`config.mk`:
```
export PLATFORM = sky130hd
export DESIGN_NAME = nibbler_exec_ctrl
export DESIGN_NICKNAME = d
export VERILOG_FILES = /design/src/rtl/nibbler_pkg.sv /design/src/rtl/nibbler_decode.sv /design/src/rtl/nibbler_exec_ctrl.sv
export SDC_FILE = /design/constraint.sdc
export NUM_CORES = 1
export LEC_CHECK = 0
export ABC_AREA = 1
export BUFFER_PORTS_ARGS = -buffer_cell sky130_fd_sc_hd__clkbuf_2
export CORE_ASPECT_RATIO = 0.7
export CORE_MARGIN = 8
export CORE_UTILIZATION = 51
export CTS_CLUSTER_DIAMETER = 30
export DETAILED_ROUTE_END_ITERATION = 10
export PLACE_DENSITY = 0.73
export RECOVER_POWER = 25
export SLEW_MARGIN = 5
export SYNTH_ARGS = -nofsm -noshare
export SYNTH_HDL_FRONTEND = slang
export SYNTH_SLANG_ARGS = --single-unit
```
`constraint.sdc`:
```
create_clock -name clock -period 1.7 [get_ports clock]
set_input_delay 0.34 -clock clock [delete_from_list [all_inputs] [get_ports clock]]
set_output_delay 0.34 -clock clock [all_outputs]
set_load 0.005 [all_outputs]
```
`src/rtl/nibbler_pkg.sv`:
```
// Shared types and ALU control encodings for the Nibbler execution controller.
package nibbler_pkg;

  localparam int unsigned NIB_W  = 4;
  localparam int unsigned BYTE_W = 8;

  typedef enum logic [3:0] {
    OP_NOP  = 4'h0,
    OP_LIT  = 4'h1,
    OP_ADD  = 4'h2,
    OP_NOR  = 4'h3,
    OP_CMP  = 4'h4,
    OP_OUT  = 4'h5,
    OP_JMP  = 4'h6,
    OP_JC   = 4'h7,
    OP_JZ   = 4'h8,
    OP_HALT = 4'hF
  } opcode_e;

  typedef enum logic [2:0] {
    ST_FETCH   = 3'd0,
    ST_WAIT    = 3'd1,
    ST_DECODE  = 3'd2,
    ST_EXECUTE = 3'd3,
    ST_FETCH2  = 3'd4,
    ST_WAIT2   = 3'd5,
    ST_HALTED  = 3'd6
  } state_e;

  typedef struct packed {
    logic             notCarryIn;
    logic             mode;
    logic [NIB_W-1:0] func;
  } aluCtrl_t;

  localparam aluCtrl_t ALU_APASS = '{notCarryIn: 1'b1, mode: 1'b0, func: 4'b0000};
  localparam aluCtrl_t ALU_BPASS = '{notCarryIn: 1'b1, mode: 1'b1, func: 4'b1010};
  localparam aluCtrl_t ALU_ADD   = '{notCarryIn: 1'b1, mode: 1'b0, func: 4'b1001};
  localparam aluCtrl_t ALU_NOR   = '{notCarryIn: 1'b1, mode: 1'b1, func: 4'b0001};
  localparam aluCtrl_t ALU_CMP   = '{notCarryIn: 1'b0, mode: 1'b0, func: 4'b0110};

endpackage

```
`src/rtl/nibbler_decode.sv`:
```
// Combinational instruction decode: IR byte to ALU controls and writeback enables.
module nibbler_decode
  import nibbler_pkg::*;
(
  input  logic [BYTE_W-1:0] ir,
  output aluCtrl_t          aluCtrl,
  output logic              writeAcc,
  output logic              writeCarry,
  output logic              writeZero,
  output logic              isJump,
  output logic              isHalt,
  output logic              isOut
);

  always_comb begin
    aluCtrl    = ALU_APASS;
    writeAcc   = 1'b0;
    writeCarry = 1'b0;
    writeZero  = 1'b0;
    isJump     = 1'b0;
    isHalt     = 1'b0;
    isOut      = 1'b0;
    // Opcodes 9..E fall through to default and behave as NOP
    case (ir[7:4])
      OP_LIT: begin
        aluCtrl   = ALU_BPASS;
        writeAcc  = 1'b1;
        writeZero = 1'b1;
      end
      OP_ADD: begin
        aluCtrl    = ALU_ADD;
        writeAcc   = 1'b1;
        writeCarry = 1'b1;
        writeZero  = 1'b1;
      end
      OP_NOR: begin
        aluCtrl   = ALU_NOR;
        writeAcc  = 1'b1;
        writeZero = 1'b1;
      end
      OP_CMP: begin
        aluCtrl    = ALU_CMP;
        writeCarry = 1'b1;
        writeZero  = 1'b1;
      end
      OP_OUT:                isOut  = 1'b1;
      OP_JMP, OP_JC, OP_JZ:  isJump = 1'b1;
      OP_HALT:               isHalt = 1'b1;
      default: ;
    endcase
  end

endmodule

```
`src/rtl/nibbler_exec_ctrl.sv`:
```
// Nibbler fetch/decode/execute controller driving the external 4-bit ALU.
// Optional NIBBLER_SINGLE_STEP_EN adds stepReq to gate each instruction fetch.
module nibbler_exec_ctrl
  import nibbler_pkg::*;
#(
  parameter int unsigned          PC_WIDTH = 8,
  parameter logic [PC_WIDTH-1:0]  RESET_PC = '0
) (
  input  logic                clock,
  input  logic                notReset,
  output logic [PC_WIDTH-1:0] romAddr,
  output logic                romReq,
  input  logic                romAck,
  input  logic [BYTE_W-1:0]   romData,
  output logic                aluNotCarryIn,
  output logic                aluMode,
  output logic [NIB_W-1:0]    aluFunc,
  output logic [NIB_W-1:0]    aluA,
  output logic [NIB_W-1:0]    aluB,
  input  logic [NIB_W-1:0]    aluData,
  input  logic                aluCarry,
  input  logic                aluZero,
  output logic [NIB_W-1:0]    outData,
  output logic                outValid,
  output logic                halted
`ifdef NIBBLER_SINGLE_STEP_EN
  ,
  input  logic                stepReq
`endif
);

  localparam logic [2:0] FETCH   = ST_FETCH;
  localparam logic [2:0] WAIT    = ST_WAIT;
  localparam logic [2:0] DECODE  = ST_DECODE;
  localparam logic [2:0] EXECUTE = ST_EXECUTE;
  localparam logic [2:0] FETCH2  = ST_FETCH2;
  localparam logic [2:0] WAIT2   = ST_WAIT2;
  localparam logic [2:0] HALTED  = ST_HALTED;

  logic [2:0]          state, stateNext;
  logic [PC_WIDTH-1:0] pc, pcNext, pcInc, romAddrNext;
  logic [NIB_W-1:0]    acc, accNext, outDataNext;
  logic [BYTE_W-1:0]   ir, irNext;
  logic                carryFlag, carryNext, zeroFlag, zeroNext;
  logic                romReqNext, outValidNext, haltedNext;
  logic                stepGo, jumpTaken;

  aluCtrl_t decCtrl, aluCtrlC;
  logic     writeAcc, writeCarry, writeZero, isJump, isHalt, isOut;

  nibbler_decode uDecode (
    .ir         (ir),
    .aluCtrl    (decCtrl),
    .writeAcc   (writeAcc),
    .writeCarry (writeCarry),
    .writeZero  (writeZero),
    .isJump     (isJump),
    .isHalt     (isHalt),
    .isOut      (isOut)
  );

`ifdef NIBBLER_SINGLE_STEP_EN
  assign stepGo = stepReq;
`else
  assign stepGo = 1'b1;
`endif

  assign pcInc     = pc + PC_WIDTH'(1);
  assign jumpTaken = (ir[7:4] == OP_JMP) ||
                     ((ir[7:4] == OP_JC) && carryFlag) ||
                     ((ir[7:4] == OP_JZ) && zeroFlag);

  // ALU sees decoded controls only while an instruction is executing
  assign aluCtrlC      = (state == EXECUTE) ? decCtrl : ALU_APASS;
  assign aluNotCarryIn = aluCtrlC.notCarryIn;
  assign aluMode       = aluCtrlC.mode;
  assign aluFunc       = aluCtrlC.func;
  assign aluA          = acc;
  assign aluB          = ir[3:0];

  always_comb begin
    stateNext    = state;
    pcNext       = pc;
    accNext      = acc;
    carryNext    = carryFlag;
    zeroNext     = zeroFlag;
    irNext       = ir;
    romReqNext   = romReq;
    romAddrNext  = romAddr;
    outDataNext  = outData;
    outValidNext = 1'b0;
    haltedNext   = halted;
    case (state)
      FETCH: begin
        if (stepGo) begin
          romReqNext  = 1'b1;
          romAddrNext = pc;
          stateNext   = WAIT;
        end
      end
      WAIT: begin
        if (romAck) begin
          romReqNext = 1'b0;
          irNext     = romData;
          pcNext     = pcInc;
          stateNext  = DECODE;
        end
      end
      DECODE: begin
        if (isJump) begin
          stateNext = FETCH2;
        end else if (isHalt) begin
          haltedNext = 1'b1;
          stateNext  = HALTED;
        end else begin
          stateNext = EXECUTE;
        end
      end
      EXECUTE: begin
        if (writeAcc)   accNext   = aluData;
        if (writeCarry) carryNext = aluCarry;
        if (writeZero)  zeroNext  = aluZero;
        if (isOut) begin
          outDataNext  = acc;
          outValidNext = 1'b1;
        end
        stateNext = FETCH;
      end
      FETCH2: begin
        romReqNext  = 1'b1;
        romAddrNext = pc;
        stateNext   = WAIT2;
      end
      WAIT2: begin
        if (romAck) begin
          romReqNext = 1'b0;
          pcNext     = jumpTaken ? PC_WIDTH'(romData) : pcInc;
          stateNext  = FETCH;
        end
      end
      HALTED: ;
      default: stateNext = FETCH;
    endcase
  end

  always_ff @(posedge clock or negedge notReset) begin
    if (!notReset) begin
      state     <= FETCH;
      pc        <= RESET_PC;
      acc       <= '0;
      carryFlag <= 1'b0;
      zeroFlag  <= 1'b0;
      ir        <= '0;
      romReq    <= 1'b0;
      romAddr   <= RESET_PC;
      outData   <= '0;
      outValid  <= 1'b0;
      halted    <= 1'b0;
    end else begin
      state     <= stateNext;
      pc        <= pcNext;
      acc       <= accNext;
      carryFlag <= carryNext;
      zeroFlag  <= zeroNext;
      ir        <= irNext;
      romReq    <= romReqNext;
      romAddr   <= romAddrNext;
      outData   <= outDataNext;
      outValid  <= outValidNext;
      halted    <= haltedNext;
    end
  end

endmodule
```
==> results of run 1 <==
==> where the power goes <==
part	switching [W]	internal (W)
clock	0.000346	0.000442
sequential	0.000363	0.00135
combinational	0.00111	0.000806
total	0.00182	0.00260
==> stage by stage <==
stage / setup TNS (ps) / total power, W / setup WS (ps) / cells / cell area, um2
2_1_floorplan: 0 / 0.00295 / 409 / 259 / 2100
3_3_place_gp: 0 / 0.00339 / 246 / 350 / 2370
3_5_place_dp: 0 / 0.00346 / 213 / 350 / 2370
4_1_cts: 0 / 0.00430 / 6.01 / 359 / 2500
5_1_grt: -70.6 / 0.00478 / -40.9 / 363 / 2540
6_report: 0 / 0.00442 / 41.8 / 363 / 2540
==> how the worst min path moves through the flow <==
stage              from                     end  slack [ps]  cells past startpoint
4_1_cts        notReset  romAddr[0]$_DFFE_PN0P_          20                      1
5_1_grt         aluZero    zeroFlag$_DFFE_PN0P_         250                      3
3_3_place_gp   notReset      outValid$_DFF_PN0_         330                      1
3_5_place_dp   notReset      outValid$_DFF_PN0_         340                      1
6_report       notReset  romAddr[0]$_DFFE_PN0P_         210                      1
2_1_floorplan  notReset     aluA[0]$_DFFE_PN0P_          40                      0
==> synthesized netlist by cell type, types with 2 or more instances <==
cell type	instances
nor2_4	3
buf_4	5
nand3_1	13
o21ai_1	9
clkinv_1	2
nand2_2	2
nand3b_4	2
nand3_2	3
mux2_4	3
nor2_1	9
o21ai_0	4
xnor2_1	3
clkbuf_1	2
dfrtp_1	40
inv_1	31
inv_2	2
xor2_1	2
nand2_1	104
nand2_4	2
nor2_2	2
a21oi_1	4
==> kinds of logic (layout without fill, tap and decap cells) <==
logic type | count (synthesis) | count (layout) | share of synthesized area (%)
AOI/OAI and AO/OA | 23 | 23 | 6.25
xor gates and xnor gates | 5 | 5 | 2.08
DFF | 40 | 40 | 47.6
buffers and inverters | 44 | 96 | 9.17
and+or+nand+nor | 143 | 143 | 32.1
adders and majority gates | 1 | 1 | 0.595
muxes | 3 | 3 | 2.14
==> routing by layer <==
layer	vias to the layer above	global-route usage, %	wire, um
met5	-	0	0
met4	0	4.80	48
met3	5	5.08	394
met2	45	20.6	1940
met1	786	20.3	2260
li1	900	-	-
==> cell type report <==
| type | instances | area (um2) |
|---|---|---|
| multi-input combinational | 175 | 941 |
| clock inverter | 3 | 46.3 |
| sequential | 40 | 1010 |
| clock buffer | 5 | 68.8 |
| timing repair buffer | 53 | 282 |
| fill | 368 | 1400 |
| inverter | 35 | 134 |
| tap | 52 | 65.1 |
==> flip-flops by register name, summed over array words and instances, names as in the netlist <==
register / cells
ir: 8
pc: 8
romAddr: 8
aluA: 4
outData: 4
state: 3
carryFlag: 1
halted: 1
outValid: 1
romReq: 1
zeroFlag: 1
==> repair_timing <==
action                                  4_1_cts  5_1_grt
setup buffers                                 1        4
pin swaps                                     1        5
endpoints found under the setup margin        3        3
gates cloned                                  0        0
resized for setup                             5       10
==> metrics.md, run 1 <==
| Metric | Value |
|---|---|
| Critical path capture point | `aluFunc[0]` |
| Hold Buf Count CTS | `0` |
| Core Util, Final | `64.4%` |
| Clk Tree Root Cell | `clkbuf_8` |
| Synth warn | `0` |
| Setup repair after global routing missed its margin | `yes` |
| Ant. Diodes | `0` |
| Slew HR | `a little under a third` |
| Total routed wirelength | `4.65 mm` |
| Ys flop type | `dfrtp_1` |
| Clock Skew | `5.87 ps` |
| Critical path's top delay family | `flip-flops` |
| Status | `finished, final reports clean` |
| Crit path buffers/inverters | `2` |
| Leakage | `1.49 nW` |
| Final setup viols | `0` |
| Worst flop-to-flop path endpoint | `state[0]$_DFFE_PN0P_` |
| Worst r2r src | `ir[5]$_DFFE_PN0P_` |
| Synth async-reset ratio | `100%` |
| Worst EP required | `1360 ps` |
| CTS buffer count | `5` |
| Syn-to-layout area delta | `21.0%` |
| Slowest-stage cell, CP | `dfrtp_2` |
| Die Area | `between 6000 and 7000 um2` |
| Total GRT Usage | `between 10% and 20%` |
| DR iter-0 viols | `78` |
| Dpl hpwl | `3.54 mm` |
| DRT antenna net count | `0` |
| Most area-hungry cell type in the Yosys netlist | `dfrtp_1` |
| Core area | `between 3000 and 4000 um2` |
| Post-synth EDFFs | `0` |
| Clk sinks | `40` |
| WL per Instance | `roughly 13 um` |
| Total power divided by cell area | `1740 nW/um2` |
| Fmax achieved | `603 MHz` |
| Max-Cap Viols | `0` |
| R2R cell count | `6` |
| Crit-path max FO | `5` |
| Residual DRC | `0` |
| Clock Pin Slew Worst Setup and Hold Paths | `80 ps` |
| Num rows | `19` |
| Most frequent cells in the layout | `102 x nand2_1, 44 x clkbuf_2, 36 x dfrtp_1` |
| Slowest stage delay, CP | `460 ps` |
| Initial DRT Pass Iterations | `4` |
| Min Tclk post-route | `~1700 ps` |
| Worst min path class | `in -> async` |
| Actual transition at the worst max-transition pin | `roughly 1000 ps` |
| Hold_ws | `~210 ps` |
| FF+latch count, synth | `40` |
| Clock Tree Buf Depth | `2` |
| Worst setup startpoint | `ir[7]$_DFFE_PN0P_` |
| GRT Residual Overflow | `0` |
| Peak VDD IR | `between 0.8 and 0.9 mV` |
| Slew Viols, Final | `0` |
| Commonest non-fill, non-tap cell in the layout | `nand2_1` |
| Crit path launch type | `flop` |
| Crit path depth | `5` |
| Initial antenna violation count | `0` |
| Share of the synthesized area in the top cell type | `47.6%` |
| Worst skew pair latency | `290 ps` |
| CTS H-tree lvls | `2` |
| Hold Fails Final Rpt | `0` |
| Yosys cell types | `33` |
| Most area-consuming cells after synthesis | `dfrtp_1 48%, nand2_1 19%, inv_1 5.5%` |
| # IOs | `46` |
| Initial Util | `53.3%` |
| Largest net degree at the start of global routing | `22` |
| Global-route wire length before repair | `7.82 mm` |
| Chip Width | `92.7 um` |
| Critical path data arrival time | `~1300 ps` |
| Vias per inst | `4.78` |
| Critical path endpoint category | `output port` |
| # port buffers | `45` |
| Mapped Cells | `approximately 260` |
| TritonCTS clock tree | `yes` |
| Mapped Avg Cell Area | `8.12 um2` |
| Share of layout cells above drive strength 1 | `29.6%` |
| Cell Area, Synth | `around 2100 um2` |
| Period utilization | `between 90% and 100%` |
| Die H | `69.7 um` |
| Post-layout net count | `328` |
| FF-to-FF setup slack | `180 ps` |
| Sequential fraction of the synthesis area | `around 48%` |
| Placer Congestion | `0.836` |
| Crit-path cells | `nor2_4, buf_4, nand2_1, nor2_1, clkbuf_2` |
| Synthesized Nets | `between 200 and 300` |
| Vias | `1736` |
| Setup CP Type | `reg -> out` |
| Vias in the first global route | `~1700` |
No activity file was read; power rests on OpenSTA's default activity.
==> run 2, diff against run 1 <==
- CORE_UTILIZATION: 51 -> 45
- CTS_CLUSTER_SIZE: unset -> 20
- PLACE_DENSITY: 0.73 -> 0.65
==> run 2 against run 1 <==
Against the previous run:
- wire length shrank 0.41%
- largest power group unchanged
- sequential power is essentially flat
- via count grew 0.46%
- die area grew 11%
- highest routed layer unchanged
- register-to-register slack gained 50 ps
- largest cell class unchanged
- total power shrank 3.1%
- clock-buffer cell count is the same
- fmax shrank 1.2%
- cell area is essentially flat
==> metrics.md, run 2 (same netlist as run 1, synthesis figures left out) <==
| Metric | Value |
|---|---|
| DR iter-0 viols | `148` |
| Syn-to-layout area delta | `21.1%` |
| Vias per inst | `approximately 4.7` |
| GRT Residual Overflow | `0` |
| Status | `finished, final reports clean` |
| Clock Pin Slew Worst Setup and Hold Paths | `80 ps` |
| Pre-CTS setup slack | `215 ps` |
| Placer Congestion | `0.819` |
| Worst flop-to-flop path endpoint | `pc[1]$_DFFE_PN0P_` |
| Critical path data arrival time | `1340 ps` |
| Min Tclk post-route | `roughly 1700 ps` |
| TritonCTS clock tree | `yes` |
| Final setup TNS | `0 ps` |
| CTS H-tree lvls | `2` |
| Initial DRT Pass Iterations | `5` |
| Commonest non-fill, non-tap cell in the layout | `nand2_1` |
| Initial Util | `47.7%` |
| Peak VDD IR | `0.851 mV` |
| Worst EP required | `1360 ps` |
| Slew Viols, Final | `0` |
| R2R cell count | `10` |
| Core area | `roughly 4400 um2` |
| Slowest-stage cell, CP | `dfrtp_2` |
| Total power divided by cell area | `1680 nW/um2` |
| Final setup viols | `0` |
| DRT antenna net count | `0` |
| Die Area | `7150 um2` |
| Design area | `2540 um2` |
| # port buffers | `45` |
| Placed cell count | `approximately 350` |
| Critical path endpoint category | `output port` |
| Clock Skew | `3.38 ps` |
| Total GRT Usage | `13.2%` |
| Dpl hpwl | `3.37 mm` |
| Fmax achieved | `596 MHz` |
| Residual DRC | `0` |
| Post-layout net count | `332` |
| Hold Fails Final Rpt | `0` |
| Crit path launch type | `flop` |
| # fillers | `~420` |
| Slowest stage delay, CP | `490 ps` |
| Max-Cap Viols | `0` |
| Slew HR | `35.6%` |
| Placed Area | `2370 um2` |
| Period utilization | `98.7%` |
| Leakage | `about 1.5 nW` |
| Actual transition at the worst max-transition pin | `966 ps` |
| Setup CP Type | `reg -> out` |
| Worst r2r src | `ir[6]$_DFFE_PN0P_` |
| Worst setup startpoint | `ir[5]$_DFFE_PN0P_` |
| WL per Instance | `12.6 um` |
| Critical path capture point | `aluFunc[3]` |
| FF-to-FF setup slack | `about 230 ps` |
| Initial antenna violation count | `0` |
| Global-route wire length before repair | `~7.7 mm` |
| Total Power | `0.00428 W` |
| Total routed wirelength | `4.63 mm` |
| # IOs | `46` |
| Share of layout cells above drive strength 1 | `30.9%` |
| Crit-path max FO | `7` |
| Clock Tree Buf Depth | `2` |
| Fin cells | `369` |
| Vias in the first global route | `1578` |
| Vias | `roughly 1700` |
| CTS buffer count | `5` |
| Clk Tree Root Cell | `clkbuf_8` |
| Ant. Diodes | `0` |
| Biggest regs | `ir: 8 flops, pc: 8 flops, romAddr: 8 flops` |
| Worst min path class | `in -> async` |
| Clk sinks | `40` |
| Chip Width | `~98 um` |
| Largest net degree at the start of global routing | `23` |
| Num rows | `20` |
| Setup repair after global routing missed its margin | `yes` |
| Most frequent cells in the layout | `102 x nand2_1, 44 x clkbuf_2, 35 x dfrtp_1` |
| Final Worst Setup Slack | `21.6 ps` |
| Worst skew pair latency | `~300 ps` |
| Crit-path cells | `nor2_4, nand2_2, a21oi_2, buf_2` |
| Die H | `73.2 um` |
run 2: cell count changes in the layout (fill, tap and decap cells not counted), sizes merged:
cell	change
clkinv	+1
bufinv	-1
buf	+4
inv	-1
run 2: through the flow:
step | hold slack [ps] | util [%]
floorplan | 44.4 | -
global placement | 324 | 53.8
detailed placement | 328 | 53.8
CTS | 4.27 | 56.8
global route | 257 | 57.8
finish | 168 | 57.8
run 2: final cells by class:
cell class	instances	area, um2	area share (%)
Clock buffer	5	68.8	2.70
Clock inverter	2	12.5	0.492
Inverter	35	131	5.16
Multi-Input combinational cell	175	945	37.1
Sequential cell	40	1010	39.6
Tap cell	55	68.8	2.70
Timing Repair Buffer	57	312	12.2
run 2: layer usage:
metal	track usage, %	vias to the layer above	wire [um]
met3	5.77	10	319
met1	18.2	777	2400
met5	0	-	0
met2	17.5	52	1820
met4	5.02	0	89
li1	-	905	-
run 2: power by group:
part,internal (W),switching (W)
Sequential,0.00135,0.000373
Combinational,0.000850,0.00109
Clock,0.000278,0.000336
run 2: worst min path at each step:
| stage | from | to | slack (ps) |
|---|---|---|---|
| floorplan | notReset | aluA[0]$_DFFE_PN0P_ | 40 |
| global placement | notReset | outData[0]$_DFFE_PN0P_ | 320 |
| detailed placement | notReset | outData[0]$_DFFE_PN0P_ | 330 |
| CTS | notReset | outData[0]$_DFFE_PN0P_ | 4 |
| global route | aluData[1] | aluA[1]$_DFFE_PN0P_ | 260 |
| finish | notReset | outData[0]$_DFFE_PN0P_ | 170 |
run 2: what timing repair did:
action	CTS	global route
pin swaps	2	3
setup buffers	4	5
endpoints found under the setup margin	4	5
resized for setup	8	8
hold buffers	0	0
run 2: worst max-delay path, delay by kind of cell (launching register included):
kind	cells	cell delay, ps
AO/OA/AOI/OAI	1	140
flip-flops	1	490
AND/OR/NAND/NOR	2	270
buffers and inverters	1	140
